### config.mk
export PLATFORM = sky130hd
export DESIGN_NAME = uart_cmd_parser_flat
export DESIGN_NICKNAME = d
export VERILOG_FILES = /design/src/rtl/uart_cmd_pkg.sv /design/src/rtl/uart_cmd_parser_if.sv /design/src/rtl/uart_cmd_parser_cmd_timeout.sv /design/src/rtl/uart_cmd_parser.sv /design/src/flat_wrapper.sv
export SDC_FILE = /design/constraint.sdc
export NUM_CORES = 1
export LEC_CHECK = 0
export ABC_AREA = 1
export BUFFER_PORTS_ARGS = -buffer_cell sky130_fd_sc_hd__buf_2
export CAP_MARGIN = 20
export CORE_ASPECT_RATIO = 2
export CORE_MARGIN = 5
export CORE_UTILIZATION = 55
export CTS_BUF_LIST = sky130_fd_sc_hd__clkbuf_8
export CTS_CLUSTER_DIAMETER = 120
export DETAILED_ROUTE_END_ITERATION = 10
export GPL_TIMING_DRIVEN = 0
export PLACE_DENSITY = 0.77
export SETUP_SLACK_MARGIN = 0.05
export SLEW_MARGIN = 25
export SYNTH_ARGS = -nofsm -noshare
export SYNTH_HDL_FRONTEND = slang
export SYNTH_SLANG_ARGS = --single-unit
### constraint.sdc
create_clock -name M_AXI_ACLK -period 3.5 [get_ports M_AXI_ACLK]
set_clock_uncertainty 0.2 [all_clocks]
set_input_delay 0 -clock M_AXI_ACLK [delete_from_list [all_inputs] [get_ports M_AXI_ACLK]]
set_output_delay 0 -clock M_AXI_ACLK [all_outputs]
set_load 0.005 [all_outputs]
### src/rtl/uart_cmd_pkg.sv
// Shared constants for the UART command parser: opcodes, response bytes,
// state encoding and a counter-width helper.
package uart_cmd_pkg;

  localparam logic [7:0] OP_WRITE = 8'h57;
  localparam logic [7:0] OP_READ  = 8'h52;

  localparam logic [7:0] RSP_OK  = 8'h4B;
  localparam logic [7:0] RSP_ERR = 8'h45;
  localparam logic [7:0] RSP_NAK = 8'h4E;
  localparam logic [7:0] RSP_TMO = 8'h54;

  localparam logic [2:0] ST_IDLE      = 3'd0;
  localparam logic [2:0] ST_GET_ADDR  = 3'd1;
  localparam logic [2:0] ST_GET_DATA  = 3'd2;
  localparam logic [2:0] ST_ISSUE     = 3'd3;
  localparam logic [2:0] ST_WAIT_DONE = 3'd4;
  localparam logic [2:0] ST_GAP       = 3'd5;
  localparam logic [2:0] ST_RESPOND   = 3'd6;

  typedef enum logic [2:0] {
    IDLE      = ST_IDLE,
    GET_ADDR  = ST_GET_ADDR,
    GET_DATA  = ST_GET_DATA,
    ISSUE     = ST_ISSUE,
    WAIT_DONE = ST_WAIT_DONE,
    GAP       = ST_GAP,
    RESPOND   = ST_RESPOND
  } state_t;

  // Counter width for a terminal count of lim-1, never narrower than 1 bit.
  function automatic int cnt_w(input int lim);
    return (lim > 1) ? $clog2(lim) : 1;
  endfunction

endpackage

### src/rtl/uart_cmd_parser_if.sv
// Bundle of RX byte stream, AXI-lite master command port and TX response
// port seen by the parser. master = parser side, slave = surrounding logic.
interface uart_cmd_parser_if;
  logic [7:0] RX_DATA;
  logic       RX_VALID;
  logic [7:0] DATA;
  logic [3:0] ADDR;
  logic       DIR;
  logic       INIT_TXN;
  logic       TXN_DONE;
  logic       ERROR;
  logic [7:0] TX_DATA;
  logic       TX_START;
  logic       TX_BUSY;
  logic       BUSY;
  logic       OVERRUN;

  modport master (
    input  RX_DATA, RX_VALID, TXN_DONE, ERROR, TX_BUSY,
    output DATA, ADDR, DIR, INIT_TXN, TX_DATA, TX_START, BUSY, OVERRUN
  );

  modport slave (
    output RX_DATA, RX_VALID, TXN_DONE, ERROR, TX_BUSY,
    input  DATA, ADDR, DIR, INIT_TXN, TX_DATA, TX_START, BUSY, OVERRUN
  );
endinterface

### src/rtl/uart_cmd_parser_cmd_timeout.sv
// Saturating cycle counter; expired is high once LIMIT-1 cycles of enable
// have elapsed since the last clear, and stays high until cleared.
module cmd_timeout
  import uart_cmd_pkg::*;
#(
  parameter int LIMIT = 16
) (
  input  logic clk,
  input  logic rst_n,
  input  logic clear,
  input  logic enable,
  output logic expired
);
  localparam int W = cnt_w(LIMIT);
  localparam logic [W-1:0] TERM = W'(LIMIT - 1);

  logic [W-1:0] cnt;

  // Count while enabled, hold at the terminal value instead of wrapping.
  always_ff @(posedge clk or negedge rst_n) begin
    if (!rst_n)                      cnt <= '0;
    else if (clear)                  cnt <= '0;
    else if (enable && cnt != TERM)  cnt <= cnt + 1'b1;
  end

  assign expired = (cnt == TERM);
endmodule

### src/rtl/uart_cmd_parser.sv
// Parses 'W' addr data / 'R' addr frames from the UART RX byte stream,
// drives one AXI-lite master transaction per good frame and queues a
// single status byte for the UART TX.
module uart_cmd_parser
  import uart_cmd_pkg::*;
#(
  parameter int BYTE_TIMEOUT = 100000,
  parameter int TXN_TIMEOUT  = 1024
) (
  input  logic               M_AXI_ACLK,
  input  logic               M_AXI_ARESETN,
  uart_cmd_parser_if.master  bus
);
  state_t     state, state_nx;
  logic       dir_r;
  logic [7:0] resp;
  logic       gap_cnt;
  logic       byte_exp, txn_exp;
  logic       in_frame, busy_st;

  // next-state control strobes
  logic       ld_dir, dir_nx, ld_addr, ld_data, set_init, clr_init;
  logic       ld_resp, tx_go;
  logic [7:0] resp_nx;

  assign in_frame = (state == GET_ADDR) || (state == GET_DATA);
  assign busy_st  = !((state == IDLE) || in_frame);
  assign bus.BUSY = busy_st;
  assign bus.DIR  = dir_r;

  // Inter-byte timer: runs only while collecting frame bytes, restarts on each byte.
  cmd_timeout #(.LIMIT(BYTE_TIMEOUT)) u_byte_tmo (
    .clk     (M_AXI_ACLK),
    .rst_n   (M_AXI_ARESETN),
    .clear   (!in_frame || bus.RX_VALID),
    .enable  (in_frame),
    .expired (byte_exp)
  );

  // Transaction timer: counts from WAIT_DONE entry.
  cmd_timeout #(.LIMIT(TXN_TIMEOUT)) u_txn_tmo (
    .clk     (M_AXI_ACLK),
    .rst_n   (M_AXI_ARESETN),
    .clear   (state != WAIT_DONE),
    .enable  (state == WAIT_DONE),
    .expired (txn_exp)
  );

  // State register.
  always_ff @(posedge M_AXI_ACLK or negedge M_AXI_ARESETN) begin
    if (!M_AXI_ARESETN) state <= IDLE;
    else                state <= state_nx;
  end

  // Next-state and datapath strobes; a received byte always beats a timeout.
  always_comb begin
    state_nx = state;
    ld_dir   = 1'b0;
    dir_nx   = 1'b0;
    ld_addr  = 1'b0;
    ld_data  = 1'b0;
    set_init = 1'b0;
    clr_init = 1'b0;
    ld_resp  = 1'b0;
    resp_nx  = RSP_OK;
    tx_go    = 1'b0;
    case (state)
      IDLE: begin
        if (bus.RX_VALID) begin
          if (bus.RX_DATA == OP_WRITE) begin
            ld_dir = 1'b1; dir_nx = 1'b1; state_nx = GET_ADDR;
          end else if (bus.RX_DATA == OP_READ) begin
            ld_dir = 1'b1; dir_nx = 1'b0; state_nx = GET_ADDR;
          end else begin
            ld_resp = 1'b1; resp_nx = RSP_NAK; state_nx = RESPOND;
          end
        end
      end
      GET_ADDR: begin
        if (bus.RX_VALID) begin
          // register map is 4 word-aligned slots: 0x0,0x4,0x8,0xC
          if (bus.RX_DATA[7:4] == 4'h0 && bus.RX_DATA[1:0] == 2'b00) begin
            ld_addr  = 1'b1;
            state_nx = dir_r ? GET_DATA : ISSUE;
          end else begin
            ld_resp = 1'b1; resp_nx = RSP_NAK; state_nx = RESPOND;
          end
        end else if (byte_exp) begin
          ld_resp = 1'b1; resp_nx = RSP_TMO; state_nx = RESPOND;
        end
      end
      GET_DATA: begin
        if (bus.RX_VALID) begin
          ld_data = 1'b1; state_nx = ISSUE;
        end else if (byte_exp) begin
          ld_resp = 1'b1; resp_nx = RSP_TMO; state_nx = RESPOND;
        end
      end
      ISSUE: begin
        set_init = 1'b1;
        state_nx = WAIT_DONE;
      end
      WAIT_DONE: begin
        if (bus.TXN_DONE) begin
          clr_init = 1'b1; ld_resp = 1'b1;
          resp_nx  = bus.ERROR ? RSP_ERR : RSP_OK;
          state_nx = GAP;
        end else if (txn_exp) begin
          clr_init = 1'b1; ld_resp = 1'b1; resp_nx = RSP_TMO;
          state_nx = GAP;
        end
      end
      GAP: begin
        // two low cycles so the master's edge detector re-arms
        if (gap_cnt) state_nx = RESPOND;
      end
      RESPOND: begin
        if (!bus.TX_BUSY) begin
          tx_go = 1'b1; state_nx = IDLE;
        end
      end
      default: state_nx = IDLE;
    endcase
  end

  // Command/response registers; TX_START and OVERRUN are single-cycle pulses.
  always_ff @(posedge M_AXI_ACLK or negedge M_AXI_ARESETN) begin
    if (!M_AXI_ARESETN) begin
      dir_r        <= 1'b0;
      bus.ADDR     <= '0;
      bus.DATA     <= '0;
      bus.INIT_TXN <= 1'b0;
      resp         <= '0;
      bus.TX_DATA  <= '0;
      bus.TX_START <= 1'b0;
      bus.OVERRUN  <= 1'b0;
      gap_cnt      <= 1'b0;
    end else begin
      if (ld_dir)   dir_r    <= dir_nx;
      if (ld_addr)  bus.ADDR <= bus.RX_DATA[3:0];
      if (ld_data)  bus.DATA <= bus.RX_DATA;
      if (set_init)      bus.INIT_TXN <= 1'b1;
      else if (clr_init) bus.INIT_TXN <= 1'b0;
      if (ld_resp)  resp <= resp_nx;
      if (tx_go)    bus.TX_DATA <= resp;
      bus.TX_START <= tx_go;
      bus.OVERRUN  <= bus.RX_VALID && busy_st;
      gap_cnt      <= (state == GAP) && (state_nx == GAP);
    end
  end
endmodule

### src/flat_wrapper.sv
// flat-port wrapper written by rule: the top's interface ports become plain ports
module uart_cmd_parser_flat import uart_cmd_pkg::*;
#(
  parameter int BYTE_TIMEOUT = 100000,
  parameter int TXN_TIMEOUT  = 1024
)
  (M_AXI_ACLK, M_AXI_ARESETN, bus_RX_DATA, bus_RX_VALID, bus_TXN_DONE, bus_ERROR, bus_TX_BUSY, bus_DATA, bus_ADDR, bus_DIR, bus_INIT_TXN, bus_TX_DATA, bus_TX_START, bus_BUSY, bus_OVERRUN);
  uart_cmd_parser_if bus_i ();
  input  logic M_AXI_ACLK;
  input  logic M_AXI_ARESETN;
  input wire logic [$bits(bus_i.RX_DATA)-1:0] bus_RX_DATA;
  input wire logic [$bits(bus_i.RX_VALID)-1:0] bus_RX_VALID;
  input wire logic [$bits(bus_i.TXN_DONE)-1:0] bus_TXN_DONE;
  input wire logic [$bits(bus_i.ERROR)-1:0] bus_ERROR;
  input wire logic [$bits(bus_i.TX_BUSY)-1:0] bus_TX_BUSY;
  output wire logic [$bits(bus_i.DATA)-1:0] bus_DATA;
  output wire logic [$bits(bus_i.ADDR)-1:0] bus_ADDR;
  output wire logic [$bits(bus_i.DIR)-1:0] bus_DIR;
  output wire logic [$bits(bus_i.INIT_TXN)-1:0] bus_INIT_TXN;
  output wire logic [$bits(bus_i.TX_DATA)-1:0] bus_TX_DATA;
  output wire logic [$bits(bus_i.TX_START)-1:0] bus_TX_START;
  output wire logic [$bits(bus_i.BUSY)-1:0] bus_BUSY;
  output wire logic [$bits(bus_i.OVERRUN)-1:0] bus_OVERRUN;
  assign bus_i.RX_DATA = bus_RX_DATA;
  assign bus_i.RX_VALID = bus_RX_VALID;
  assign bus_i.TXN_DONE = bus_TXN_DONE;
  assign bus_i.ERROR = bus_ERROR;
  assign bus_i.TX_BUSY = bus_TX_BUSY;
  assign bus_DATA = bus_i.DATA;
  assign bus_ADDR = bus_i.ADDR;
  assign bus_DIR = bus_i.DIR;
  assign bus_INIT_TXN = bus_i.INIT_TXN;
  assign bus_TX_DATA = bus_i.TX_DATA;
  assign bus_TX_START = bus_i.TX_START;
  assign bus_BUSY = bus_i.BUSY;
  assign bus_OVERRUN = bus_i.OVERRUN;
  uart_cmd_parser #(.BYTE_TIMEOUT(BYTE_TIMEOUT), .TXN_TIMEOUT(TXN_TIMEOUT)) u_core (.M_AXI_ACLK(M_AXI_ACLK), .M_AXI_ARESETN(M_AXI_ARESETN), .bus(bus_i));
endmodule
# After elaboration in Yosys (flattened, before gate mapping)

Index checks and enable logic that the tools add are counted.

Flip-flop bits (word level): 63
Bits of input ports: 14
ROM bits: 0
RAM bits: 0
Latch bits: 0
Memories: 0

Reduce and logical (&&, ||, !) cells: 16
Multiplexer cells: 56
Multiply operators: 0
Shift-type cells: 0
Eq/ne operators: 14
Divide/modulo/power cells: 0
Add/sub/neg operators: 2
Bitwise operators: 0
Magnitude comparators: 0

Operators by type and width:

| kind                  | count |
|---|---|
| $mux 3                | 13 |
| $mux 17               | 2 |
| $mux 8                | 4 |
| $pmux 8 s4            | 1 |
| $mux 1                | 28 |
| $pmux 3 s7            | 1 |
| $mux 10               | 2 |
| $add 17x1->17 const B | 1 |
| $eq 17x17->1 const B  | 1 |
| $ne 17x17->1 const B  | 1 |
| $eq 8x7->1 const B    | 2 |
| $mux 5                | 3 |
| $eq 3x3->1 const B    | 4 |
| $add 10x1->10 const B | 1 |
| $eq 10x10->1 const B  | 1 |
| $ne 10x10->1 const B  | 1 |
| $eq 3x2->1 const B    | 2 |
| $reduce_bool 2->1     | 3 |
| $logic_and 1x1->1     | 5 |
| $logic_not 4->1       | 1 |
| $mux 4                | 1 |
| $pmux 1 s4            | 1 |
| $eq 3x1->1 const B    | 1 |
| $logic_not 3->1       | 1 |
| 4 further kinds       | 7 |

# Depth between registers and ports, before layout

Depth after elaboration: 7
Mapped depth: 13
Mapped depth without buffers: 13

# Modules after synthesis

From an unflattened synthesis, not the netlist that was laid out.

Cells, all modules: 445
Area total of the unflattened synthesis: 3,281.9 um2

By module, submodules not included:

| module                           | instances | sequential area each (um2) | cells each | area an instance (um2) |
|---|---|---|---|---|
| uart_cmd_parser                  | 1         | 750.7                      | 172        | 1,461.4 |
| cmd_timeout at u_core.u_byte_tmo | 1         | 425.4                      | 175        | 1,154.9 |
| cmd_timeout at u_core.u_txn_tmo  | 1         | 250.2                      | 98         | 665.6 |

# Worst setup path after synthesis

OpenSTA, ideal clock, no wires.

Kind: reg-to-reg
From: reg u_core.u_byte_tmo.cnt[0]
To: reg u_core.resp[3]
Stages on the path, launching flop included: 11
Path buffers: 0
Required time: 3,183 ps
Setup time: 117 ps
Arrival: 1,357 ps
Slack: 1,825 ps
Path through: dfrtp_1 ha_1 nand2_2 nor2_2 nand2_1 nor2_4 nand3_2 nand2_2 nand2_4 nand4_1 nand2_1

Word-level cells in the longest chain between the ends: 4

Ends and longest elaborated chain:

| item                                            | line                                         | source |
|---|---|---|
| start: declaration                              | uart_cmd_parser_cmd_timeout.sv:17            | `logic [W-1:0] cnt;` |
| start signal: assignment                        | uart_cmd_parser_cmd_timeout.sv:23            | `else if (enable && cnt != TERM) cnt <= cnt + 1'b1;` |
| $eq 17x17->1 *                                  | uart_cmd_parser_cmd_timeout.sv:26            | `assign expired = (cnt == TERM);` |
| $mux 5 / $mux 1 (equally long branches)         | uart_cmd_parser.sv:88, uart_cmd_parser.sv:95 |  |
| $mux 5, or another cell as far along            | uart_cmd_parser.sv:93                        | `if (bus.RX_VALID) begin` |
| $pmux 8 s4 / $pmux 1 s4 (equally long branches) | uart_cmd_parser.sv:67                        | `case (state)` |
| end signal: assignment                          | uart_cmd_parser.sv:144                       | `if (ld_resp) resp <= resp_nx;` |
| end: declaration                                | uart_cmd_parser.sv:16                        | `logic [7:0] resp;` |

Every way passes the cells marked *; elsewhere a longest branch is shown, timed or not.
A chain may end at the register's enable or synchronous reset.

# Worst setup path after layout

From: reg u_core.state[1]
To: reg u_core.bus.DATA[5]

Word-level cells in the longest chain between the ends: 2

Ends and longest elaborated chain:

| item                     | line                     | source |
|---|---|---|
| start: declaration       | uart_cmd_parser.sv:14    | `state_t state, state_nx;` |
| start signal: assignment | uart_cmd_parser.sv:52    | `else state <= state_nx;` |
| $eq 3x2->1               | uart_cmd_parser.sv:67    |  |
| $mux 1                   | uart_cmd_parser.sv:67    |  |
| end signal: assignment   | uart_cmd_parser.sv:141   | `if (ld_data) bus.DATA <= bus.RX_DATA;` |
| end: declaration         | uart_cmd_parser_if.sv:20 | `output DATA, ADDR, DIR, INIT_TXN, TX_DATA, TX_START, BUSY, OVERRUN` |

Every way passes these cells.

==> out/qor.txt <==
GLOBAL ROUTING
---------------------------------------------------------------------------------
Wire length of the first global-routing pass                             11200 µm
Vias in the first global route                                               2572
Maximum number of pins on one net before global-route repair                   58
Initial antenna violation count                                                 0
Global-route total usage across every layer                                 21.6%
Total grt overflow                                                              0

POWER
---------------------------------------------------------------------------------
Relative contribution of combinational cells to total power                 32.0%
Worst IR drop on VDD                                                     0.452 mV
Register share of total power                                               44.0%
Net switching share of the total power                                      34.7%
Leakage power figure                                                      1.75 nW
PwrDens                                                                588 nW/µm²
Clk network pwr share                                                       23.9%
Internal power                                                            1.34 mW
Switching power                                                          0.713 mW

JOB
---------------------------------------------------------------------------------
Count of max-cap constraint violations                                          0

STA
---------------------------------------------------------------------------------
Count of final hold-check violations                                            0
RSZ-0062 raised after global routing                                        false
Final Critical Period                                                     2.15 ns
Worst hold slack                                                        0.0518 ns
Maximum clock frequency                                                   465 MHz
Max Transition Viols Final                                                      0
Fin worst setup slack                                                     1.35 ns
Period Utilization, post-route                                              61.5%
Tightest Pin Transition                                                  0.705 ns
Final number of setup-violating endpoints                                       0
Worst slew margin                                                           53.0%
Setup TNS                                                                    0 ns

WORST SETUP PATH
---------------------------------------------------------------------------------
Setup slack on the worst flop-to-flop path                                1.35 ns
Startpoint type of the worst setup path                                  register
Delay-heaviest family, CP                                            buffers and inverters
Cell type of the slowest stage on the worst timing path              sky130_fd_sc_hd__dlygate4sd3_1
Nature of the critical path endpoint                                     register
Buf/Inv on CP                                                                   3
Delay contributed by the slowest stage of the critical path               0.57 ns
Required time of the worst setup path                                     3.51 ns
CP Class                                                               reg -> reg
Depth of the most critical reg-to-reg path                                      7
Worst path depth                                                                7
Crit path from                                                       u_core.state[1]
Destination of the worst register-to-register timing path            u_core.bus.DATA[5]
Arrival time at the worst endpoint                                        2.17 ns
Setup crit end                                                       u_core.bus.DATA[5]
Max FO, Critical Path                                                           5
Launch instance of the worst register-to-register path               u_core.state[1]
Critical Path, Cell by Cell                                          inv_2 -> nor2_2 -> inv_2 -> nor2_2 -> nand2_1 -> mux2_2 -> dlygate4sd3_1

CLOCK TREE
---------------------------------------------------------------------------------
Clock Pin Slew Worst Setup and Hold Paths                                 0.06 ns
Source-to-sink clock delay at the later pin of the worst-skew pair        0.34 ns
Clk sink count                                                                 57
TritonCTS clock tree                                                          yes
H-tree depth                                                                    3
Total CTS buffers                                                               9
Clock Path Buffers                                                              2
CTS root buffer                                                      sky130_fd_sc_hd__clkbuf_8

PLACE
---------------------------------------------------------------------------------
Post-Place Cell Area                                                     3180 µm²
Post-placement worst setup slack                                          1.60 ns
HPWL after DPL                                                            4700 µm
Final Wtd Congestion                                                        0.933
Quantity of I/O buffers inserted on ports                                      36

FLOORPLAN
---------------------------------------------------------------------------------
Die footprint                                                            6960 µm²
Std-Cell Rows                                                                  37
Die Span X                                                                61.6 µm
Core box area                                                            5140 µm²
Number of top-level pins                                                       39
Vert. Die Dim                                                              113 µm
Starting density of the core                                                56.9%

YOSYS
---------------------------------------------------------------------------------
Largest family of logic cells by synthesized area                    simple AND/OR/NAND/NOR gates
Portion of the post-synthesis area used by sequential elements              48.8%
XOR/XNOR Fraction of Synth Area                                             3.00%
Main flop type after synthesis                                       sky130_fd_sc_hd__dfrtp_1
Post-Syn Area                                                            2920 µm²
Synthesized-area fraction occupied by adder cells                          0.856%
Synth cell types                                                               35
Async set-reset flop share out of synthesis                                  100%
Multiplexer share of the synthesized area                                   1.16%
Compound-gate portion of the synthesized area                               9.84%
Register bit count reported by yosys                                           57
Post-synth EDFFs                                                                0
Mean post-synth cell area                                                8.55 µm²
Warning count from the yosys run                                                0
Simple-gate portion of the synthesized area                                 28.8%
Cells after synthesis                                                         342

FINISH
---------------------------------------------------------------------------------
Final design utilization                                                    68.0%
Final-layout fill cell count                                                  427
Fraction of final layout cells with drive strength greater than 1           24.5%
Net total in the final layout                                                 422
Summed area of non-filler cells in the final layout                      3490 µm²
Antenna Diode Count                                                             0
Synthesis-to-finish area growth                                             19.5%

DRT
---------------------------------------------------------------------------------
Routed length per placed instance                                         13.7 µm
First drt pass iteration count                                                  4
Detail-routed via count per cell                                             5.35
Total number of vias                                                         2495
ANT nets after route                                                            0
Detailed-route wire length                                                6390 µm
Total DRC errors in the routed layout                                           0
Number of DRC violations after detailed-routing iteration 0                   107

OUTCOME
---------------------------------------------------------------------------------
Run status                                                           finished, final reports clean

WORST HOLD PATH
---------------------------------------------------------------------------------
Hold Crit Class                                                       in -> async

-- power by group through the flow --
stage	combinational [mW]	clock (mW)	sequential [mW]
3_5_place_dp	0.623	0	0.912
6_report	0.658	0.492	0.904
4_1_cts	0.664	0.507	0.901
3_3_place_gp	0.613	0	0.905
2_1_floorplan	0.402	0	0.905
5_1_grt	0.754	0.540	0.922
-- flip-flops by register name, indices dropped and copies added, names as in the netlist --
name                   flops
u_core.bus.DIR             1
u_core.gap_cnt             1
u_core.resp                5
u_core.bus.OVERRUN         1
u_core.u_txn_tmo.cnt      10
u_core.bus.TX_DATA         5
u_core.bus.TX_START        1
u_core.u_byte_tmo.cnt     17
u_core.state               3
u_core.bus.DATA            8
u_core.bus.INIT_TXN        1
u_core.bus.ADDR            4
-- cells in the mapped netlist, types with 2 or more instances --
| cell | instances | share of area, % |
|---|---|---|
| sky130_fd_sc_hd__nand2_1 | 67 | 8.6 |
| sky130_fd_sc_hd__dfrtp_1 | 57 | 49 |
| sky130_fd_sc_hd__inv_1 | 34 | 4.4 |
| sky130_fd_sc_hd__nor2_1 | 30 | 3.9 |
| sky130_fd_sc_hd__a21oi_1 | 16 | 2.7 |
| sky130_fd_sc_hd__nand3_1 | 16 | 2.7 |
| sky130_fd_sc_hd__nand4_1 | 15 | 3.2 |
| sky130_fd_sc_hd__o21ai_0 | 15 | 2.6 |
| sky130_fd_sc_hd__inv_2 | 12 | 1.5 |
| sky130_fd_sc_hd__nor3_1 | 10 | 1.7 |
| sky130_fd_sc_hd__o21ai_1 | 10 | 1.7 |
| sky130_fd_sc_hd__nor2_2 | 9 | 1.9 |
| sky130_fd_sc_hd__nand2_2 | 8 | 1.7 |
| sky130_fd_sc_hd__xor2_1 | 8 | 2.4 |
| sky130_fd_sc_hd__buf_4 | 4 | 1.0 |
| sky130_fd_sc_hd__mux2_2 | 3 | 1.2 |
| sky130_fd_sc_hd__nand3_2 | 3 | 1.0 |
| sky130_fd_sc_hd__nor2_4 | 3 | 1.2 |
| sky130_fd_sc_hd__a31oi_1 | 2 | 0.43 |
| sky130_fd_sc_hd__ha_1 | 2 | 0.86 |
| sky130_fd_sc_hd__nand2_4 | 2 | 0.77 |
| sky130_fd_sc_hd__nor3_2 | 2 | 0.68 |
| sky130_fd_sc_hd__xnor2_1 | 2 | 0.60 |
-- routing by layer --
layer / track usage [%] / vias to the layer above / routed length (µm)
li1: - / 1243 / -
met2: 36.2 / 55 / 3550
met1: 22.6 / 1169 / 2280
met4: 13.5 / 0 / 329
met5: 0 / - / 0
met3: 5.48 / 28 / 225
-- cell usage in the layout, fill, tap and decap left out, types with 5 or more instances in the layout --
master | netlist | routed
sky130_fd_sc_hd__o21ai_0 | 15 | 15
sky130_fd_sc_hd__inv_2 | 12 | 12
sky130_fd_sc_hd__nand4_1 | 15 | 15
sky130_fd_sc_hd__inv_1 | 34 | 36
sky130_fd_sc_hd__nand2_1 | 67 | 67
sky130_fd_sc_hd__nor2_2 | 9 | 9
sky130_fd_sc_hd__nand3_1 | 16 | 16
sky130_fd_sc_hd__dfrtp_1 | 57 | 57
sky130_fd_sc_hd__nor2_1 | 30 | 30
sky130_fd_sc_hd__nor3_1 | 10 | 10
sky130_fd_sc_hd__buf_2 | 1 | 36
sky130_fd_sc_hd__a21oi_1 | 16 | 16
sky130_fd_sc_hd__clkbuf_8 | 0 | 10
sky130_fd_sc_hd__o21ai_1 | 10 | 10
sky130_fd_sc_hd__nand2_2 | 8 | 8
sky130_fd_sc_hd__xor2_1 | 8 | 8
sky130_fd_sc_hd__dlygate4sd3_1 | 0 | 16
sky130_fd_sc_hd__buf_4 | 4 | 5
-- worst min-delay path by stage --
stage,to,startpoint,slack (ns)
2_1_floorplan,u_core.bus.ADDR[0],M_AXI_ARESETN,-0.50
6_report,u_core.u_byte_tmo.cnt[10],M_AXI_ARESETN,0.05
4_1_cts,u_core.u_byte_tmo.cnt[10],M_AXI_ARESETN,0.07
3_5_place_dp,u_core.u_byte_tmo.cnt[10],M_AXI_ARESETN,-0.1
5_1_grt,u_core.u_byte_tmo.cnt[10],M_AXI_ARESETN,0.13
3_3_place_gp,u_core.resp[0],bus_TXN_DONE,0.04
-- metrics by stage --
step	cells	power, mW
floorplan	343	1.31
global placement	437	1.52
detailed placement	437	1.53
CTS	466	2.07
global route	466	2.22
finish	466	2.05
-- cell families (layout without fill, tap and decap cells) --
family | after synthesis | in the layout
simple gates | 168 | 168
buf+inv | 52 | 117
flops | 57 | 57
compound gates | 49 | 49
xor+xnor | 10 | 10
fa+ha+maj | 2 | 2
mux | 3 | 3
other cells | 1 | 2
-- area by class of cell --
| cell class | count | area, µm² | share of cell area [%] |
|---|---|---|---|
| Sequential cell | 57 | 1430 | 40.8 |
| Multi-Input combinational cell | 234 | 1280 | 36.7 |
| Timing Repair Buffer | 52 | 343 | 9.81 |
| Inverter | 46 | 173 | 4.94 |
| Clock buffer | 10 | 138 | 3.94 |
| Tap cell | 58 | 72.6 | 2.08 |
| Buffer | 6 | 46.3 | 1.33 |
| Clock inverter | 3 | 12.5 | 0.358 |
-- worst reg2reg max path: stages, from the launching register on --
cell and delay [ns]:
sky130_fd_sc_hd__dfrtp_1 0.43, sky130_fd_sc_hd__inv_2 0.11, sky130_fd_sc_hd__nor2_2 0.04, sky130_fd_sc_hd__inv_2 0.10, sky130_fd_sc_hd__nor2_2 0.06, sky130_fd_sc_hd__nand2_1 0.17
sky130_fd_sc_hd__mux2_2 0.36, sky130_fd_sc_hd__dlygate4sd3_1 0.57
-- repair_timing --
item                                   in CTS  in global routing
hold buffers                               16                  0
resized for setup                           0                  0
buffers inserted                            0                  0
endpoints found under the hold margin      85                  0
Power figures use the tool's default switching activity.
